File: config.mk
export PLATFORM = sky130hd
export DESIGN_NAME = multi_bit_demultiplexer_4way_buffered
export DESIGN_NICKNAME = d
export VERILOG_FILES = /design/src/rtl/multi_bit_demultiplexer_4way_buffered.sv
export SDC_FILE = /design/constraint.sdc
export NUM_CORES = 1
export LEC_CHECK = 0
export CELL_PAD_IN_SITES_DETAIL_PLACEMENT = 1
export CELL_PAD_IN_SITES_GLOBAL_PLACEMENT = 1
export CORE_ASPECT_RATIO = 0.8
export CORE_UTILIZATION = 32
export DETAILED_ROUTE_END_ITERATION = 10
export PLACE_DENSITY = 0.87
export SKIP_LAST_GASP = 1
export SLEW_MARGIN = 20
export SYNTH_ARGS = -nofsm -noshare
export SYNTH_HDL_FRONTEND = slang
export SYNTH_SLANG_ARGS = --single-unit
File: constraint.sdc
create_clock -name clk -period 2 [get_ports clk]
set_clock_uncertainty 0.15 [all_clocks]
set_input_delay 0.2 -clock clk [delete_from_list [all_inputs] [get_ports clk]]
set_output_delay 0.2 -clock clk [all_outputs]
set_load 0.02 [all_outputs]
File: src/rtl/multi_bit_demultiplexer_4way_buffered.sv
// -----------------------------------------------------------------------------
// multi_bit_demultiplexer_4way_buffered
//
// Routes one WIDTH-bit word into one of four buffered output lanes (A/B/C/D)
// chosen by a 2-bit select. Each lane owns a single-entry holding register
// with a valid/ready handshake toward its consumer. The producer is stalled
// only when the lane it targets is still occupied and not draining this cycle.
//
// Ports:
//   clk                    rising-edge clock
//   reset_n                asynchronous active-low reset
//   in      [WIDTH-1:0]    data word to route
//   S       [1:0]          lane select: 00=A, 01=B, 10=C, 11=D
//   in_valid               producer presents in/S this cycle
//   in_ready               block accepts in/S this cycle (combinational)
//   A..D    [WIDTH-1:0]    lane holding registers
//   A_valid..D_valid       lane holds an undelivered word
//   A_ready..D_ready       consumer takes the lane word this cycle
//   busy                   OR of all lane valid flags
//   count   [COUNT_WIDTH-1:0] accepted words, wrapping modulo 2^COUNT_WIDTH
// -----------------------------------------------------------------------------
module multi_bit_demultiplexer_4way_buffered #(
    parameter int WIDTH       = 1,
    parameter int COUNT_WIDTH = 8
) (
    input  logic                   clk,
    input  logic                   reset_n,
    input  logic [WIDTH-1:0]       in,
    input  logic [1:0]             S,
    input  logic                   in_valid,
    output logic                   in_ready,
    output logic [WIDTH-1:0]       A,
    output logic [WIDTH-1:0]       B,
    output logic [WIDTH-1:0]       C,
    output logic [WIDTH-1:0]       D,
    output logic                   A_valid,
    output logic                   B_valid,
    output logic                   C_valid,
    output logic                   D_valid,
    input  logic                   A_ready,
    input  logic                   B_ready,
    input  logic                   C_ready,
    input  logic                   D_ready,
    output logic                   busy,
    output logic [COUNT_WIDTH-1:0] count
);

    logic [WIDTH-1:0]       laneData_q [4];
    logic [WIDTH-1:0]       laneData_d [4];
    logic [3:0]             laneValid_q;
    logic [3:0]             laneValid_d;
    logic [3:0]             laneReady;
    logic [COUNT_WIDTH-1:0] count_q;
    logic [COUNT_WIDTH-1:0] count_d;
    logic                   accept;

    assign laneReady = {D_ready, C_ready, B_ready, A_ready};

    // A lane can take a new word when it is empty or is being drained on
    // this same edge; depends only on S, lane flags and consumer readies.
    assign in_ready = !laneValid_q[S] || laneReady[S];
    assign accept   = in_valid && in_ready;

    // Next-state for every lane: a load into the lane wins over a drain so a
    // lane can be emptied and refilled on one edge. Data only moves on a load.
    always_comb begin
        laneValid_d = laneValid_q;
        for (int i = 0; i < 4; i++) begin
            laneData_d[i] = laneData_q[i];
            if (accept && (S == 2'(i))) begin
                laneValid_d[i] = 1'b1;
                laneData_d[i]  = in;
            end else if (laneValid_q[i] && laneReady[i]) begin
                laneValid_d[i] = 1'b0;
            end
        end
        count_d = accept ? count_q + 1'b1 : count_q;
    end

    // Lane registers and transfer counter; reset clears everything at once.
    always_ff @(posedge clk or negedge reset_n) begin
        if (!reset_n) begin
            for (int i = 0; i < 4; i++) begin
                laneData_q[i] <= '0;
            end
            laneValid_q <= '0;
            count_q     <= '0;
        end else begin
            for (int i = 0; i < 4; i++) begin
                laneData_q[i] <= laneData_d[i];
            end
            laneValid_q <= laneValid_d;
            count_q     <= count_d;
        end
    end

    assign A       = laneData_q[0];
    assign B       = laneData_q[1];
    assign C       = laneData_q[2];
    assign D       = laneData_q[3];
    assign A_valid = laneValid_q[0];
    assign B_valid = laneValid_q[1];
    assign C_valid = laneValid_q[2];
    assign D_valid = laneValid_q[3];
    assign busy    = |laneValid_q;
    assign count   = count_q;

endmodule
Word-level counts from Yosys, hierarchy flattened
Cells that the tools add are included.
Widths: inputs -> output; s select.
{"block": "word_totals", "register_bits": 16, "latch_bits": 0, "ramBits": 0, "mem_bits_ro": 0, "mem_count": 0}
{"block": "classes", "addsub": 1, "n_mul": 0, "div": 0, "order_cmp": 1, "eq_ne": 3, "shifts": 0, "muxes": 12, "bitwise": 0, "reduce_logical": 17}
{"operator": "$mux 1", "n": 10}
{"operator": "$logic_and 1x1->1", "n": 9}
{"operator": "$add 8x1->8 const B", "n": 1}
{"operator": "$reduce_bool 2->1", "n": 4}
{"operator": "$bmux 1 s2", "n": 2}
{"operator": "$eq 2x2->1 const B", "n": 2}
{"operator": "$reduce_or 4->1", "n": 1}
{"operator": "$lt 2x3->1 const B", "n": 1}
{"operator": "$eq 2x1->1 const B", "n": 1}
{"operator": "$logic_not 2->1", "n": 1}
{"operator": "$logic_not 1->1", "n": 1}
{"operator": "$logic_or 1x1->1", "n": 1}

Logic depth before layout (Yosys ltp)
{"block": "logic_depth", "ltp_word": 7, "ltp_mapped": 5, "ltp_nobuf": 4}

Worst setup path before layout
Ideal clock, no wire load.
{"block": "synth_path", "kind": "register to register", "start": "register laneValid_q[3]", "end": "register count_q[1], in the netlist count[1]", "arrival_time_ns": 1.595, "required_time_ns": 1.722, "slack_ns": 0.127, "stages_incl_launch_ff": 5, "synth_period_minus_slack_ns": 1.873, "cell_sequence": "dfrtp_1 nand2b_4 mux4_2 nand2_2 mux2_1"}
{"block": "synth_via", "elab_chain_cells": 5}
{"element": "start, declared", "line": "50", "source": "logic [3:0] laneValid_q;"}
{"element": "start signal, assigned", "line": "92", "source": "laneValid_q <= laneValid_d;"}
{"element": "$bmux 1 s2", "line": "61", "source": "assign in_ready = !laneValid_q[S] || laneReady[S];"}
{"element": "$mux 1 (not written as such)", "line": "61"}
{"element": "$logic_not 1->1", "line": "61"}
{"element": "$logic_or 1x1->1", "line": "61"}
{"element": "named net in_ready", "line": "31", "source": "output logic in_ready,"}
{"element": "$logic_and 1x1->1", "line": "62", "source": "assign accept = in_valid && in_ready;"}
{"element": "end signal, assigned", "line": "93", "source": "count_q <= count_d;"}
{"element": "end, declared", "line": "53", "source": "logic [COUNT_WIDTH-1:0] count_q;"}
The timed path passes the listed nets, and every way through them passes these cells. The select of a mux whose other input is x is not followed.
A chain may end at the register's enable or synchronous reset.

Worst setup path in the final report
{"block": "layout_path", "start": "input A_ready", "end": "output in_ready"}
{"block": "layout_via", "elab_chain_cells": 3}
{"element": "start, declared", "line": "40", "source": "input logic A_ready,"}
{"element": "$bmux 1 s2", "line": "61"}
{"element": "$mux 1 (not written as such)", "line": "61"}
{"element": "$logic_or 1x1->1", "line": "61"}
{"element": "end, declared", "line": "31"}
No other way between the ends. The select of a mux whose other input is x is not followed.

==> results_dict.tcl <==
set metrics [dict create \
    dr.pass1.iters 4 \
    clockBufferDepth 2 \
    r2r_start "laneValid_q[3]" \
    startpoint_type "input port" \
    met1_length_um 778 \
    fin_crit_sh 0.965 \
    relSlewSlack 0.730 \
    postPlaceCellArea_um2 1100 \
    routabilityCongestion 0.883 \
    synth_fa_ha_area_frac 0.0170 \
    slew_viol_final 0 \
    ir_drop_mv 0.643 \
    tightest_slew_ns 0.403 \
    top_layer "met4" \
    area_delta_synth_final_pct 52.7 \
    critPathMaxFanout 2 \
    yosys-mux-area-fraction 0.107 \
    syn_area_um2 736 \
    synth_top_family_by_area "simple AND/OR/NAND/NOR gates" \
    htreeDepth 1 \
    overflow 0 \
    r2r_cells 5 \
    numCtsBuffers 3 \
    setup_viol 0 \
    drive_gt1_frac 0.204 \
    synth_xor_area_frac 0.0833 \
    cts_tree "yes" \
    r2r_slack_ns 0.20 \
    fin_util 0.521 \
    routed-wl-met2_um 897 \
    synth_cell_types 20 \
    rsz0062_at_grt "no" \
    dieArea_um2 2500 \
    grt_max_degree 10 \
    grt.total_usage 0.170 \
    yosysSeqAreaShare 0.544 \
    r2r_end "count[1]" \
    insertion_delay_ns 0.28 \
    finalCriticalPeriod_ns 1.93 \
    slowest_delay_ns 0.48 \
    nNetsFinal 111 \
    drt_iter0_drc 13 \
    hold_viol 0 \
    fin_area_um2 1120 \
    synth_ff_type "dfrtp_1" \
    io-pin-count 28 \
    syn-instance-count 60 \
    core_area_um2 2160 \
    syn_nets 71 \
    yosys.area_share.simple 0.230 \
    totalWireLength_um 1780 \
    nFillCells 236 \
    clk_pin_slew_ns 0.08 \
    cp_cell_sequence "clkdlybuf4s50_1 -> nand2b_1 -> mux4_2 -> dlygate4sd2_1" \
    fp.dieH_um 44.9 \
    p_leak_nw 0.494 \
    cp.required_ns 1.65 \
    root_buffer "clkbuf_4" \
    power.density_nw_per_um2 1030 \
    grt_pass1_vias 643 \
    rows 15 \
    drc 0 \
    yosysWarnings 0 \
    hpwl_um 1470 \
    via_per_inst 4.83 \
    synth-compound-area-share 0.0136 \
    cp.arrival_ns 1.58 \
    grt_pass1_wl_um 3070 \
    diodes 0 \
    outcome "finished, final reports clean" \
    start_util 0.341 \
    yosys_register_bits 16 \
    cpMaxStageDelayCell "mux4_2" \
    met3_length_um 77 \
    critical_path.startpoint "A_ready" \
    synth_edf_count 0 \
    cp-end-kind "output port" \
    cts_hold_buf 0 \
    hold_path.class "input port to asynchronous set/reset pin" \
    vias 594 \
    ant_nets 0 \
    maxCapViolCount 0 \
    worstSetupPathType "input port to output port" \
    timing.fmax_mhz 518 \
    tns_ns 0 \
    port_buffers 27 \
    wl_per_cell_um 14.5 \
    synthArstFlopShare 1.00 \
    cts.sinks 16 \
    syn_avg_cell_area_um2 12.3 \
    die_w_um 55.6 \
    antenna_found_initial 0 \
]
-- through the flow --
| stage | hold slack (ns) | std cells | power (mW) | setup slack (ns) |
|---|---|---|---|---|
| after floorplan | -0.246 | 60 | 0.740 | 0.127 |
| after global placement | 0.311 | 120 | 0.986 | -0.197 |
| after detailed placement | 0.334 | 120 | 1.01 | -0.200 |
| after CTS | 0.0606 | 123 | 1.18 | 0.0164 |
| after global routing | 0.0600 | 123 | 1.24 | 0.00316 |
| final | 0.0588 | 123 | 1.16 | 0.0707 |
-- cell type report --
type                    instances  area [um2]  area share
repair buffers                 36         338       0.301
multi-input cells              43         332       0.295
well taps                      25        31.3      0.0278
clock buffers                   3        22.5      0.0200
flip-flops and latches         16         400       0.356
-- worst max-delay path, delay by kind of cell --
kind,cells,cell delay (ns)
and+or+nand+nor,1,0.17
muxes,1,0.48
buffers and inverters,2,0.73
-- report_power, final --
part | total (mW) | switching [mW] | internal [mW] | leakage, nW
registers | 0.497 | 0.0867 | 0.411 | 0.200
logic | 0.503 | 0.234 | 0.269 | 0.280
clock network | 0.158 | 0.0881 | 0.0699 | 0.0138
total | 1.16 | 0.409 | 0.749 | 0.494
-- cells in the final DEF (no fill, tap or decap), drive strengths merged, types with 2 or more instances in the layout --
cell	Yosys	layout
clkbuf	1	3
buf	0	9
o21ai	2	2
nand2b	7	7
dlygate4sd2	0	2
nand2	5	5
mux2	5	5
nand3	5	5
clkdlybuf4s50	0	24
nand4	2	2
dfrtp	16	16
xnor2	7	7
and3	3	3
-- metal layers --
metal  vias to the layer above  track usage
met5                         -            0
met4                         0       0.0900
met3                         2       0.0544
met2                        16        0.277
met1                       292        0.207
li1                        284            -
-- worst max path at each step --
stage	to	slack (ns)	cells after the start
6_report	in_ready	0.07	4
2_1_floorplan	count[1]	0.13	4
3_3_place_gp	in_ready	-0.20	3
5_1_grt	in_ready	0.003	3
3_5_place_dp	in_ready	-0.20	3
4_1_cts	in_ready	0.02	3
-- cells in the mapped netlist (2+ instances only) --
cell type | count | share of area
dfrtp_1 | 16 | 0.54
xnor2_1 | 7 | 0.083
nand2b_1 | 5 | 0.043
nand3_1 | 5 | 0.034
mux2_2 | 4 | 0.061
nand2_1 | 4 | 0.020
and3_1 | 3 | 0.026
nand2b_4 | 2 | 0.037
nand4_1 | 2 | 0.017
o21ai_0 | 2 | 0.014
-- state kept, by name, indices dropped and copies added (netlist names) --
register and flops:
count 8, laneValid_q 4, B 1, A 1, C 1, D 1
-- timing repair --
action,CTS,global route
gates resized for setup,2,1
buffers inserted,0,0
pin swaps,0,0
endpoints found under the setup margin,2,1
-- cell families (layout without fill, tap and decap cells) --
| logic type | count (synthesis) | in the layout |
|---|---|---|
| AO/OA/AOI/OAI | 2 | 2 |
| XOR/XNOR | 7 | 7 |
| adder cells (fa/ha/maj) | 1 | 1 |
| buffers and inverters | 1 | 39 |
| flip-flops | 16 | 16 |
| multiplexers | 6 | 6 |
| AND/OR/NAND/NOR | 27 | 27 |
No activity file was read; power rests on OpenSTA's default activity.
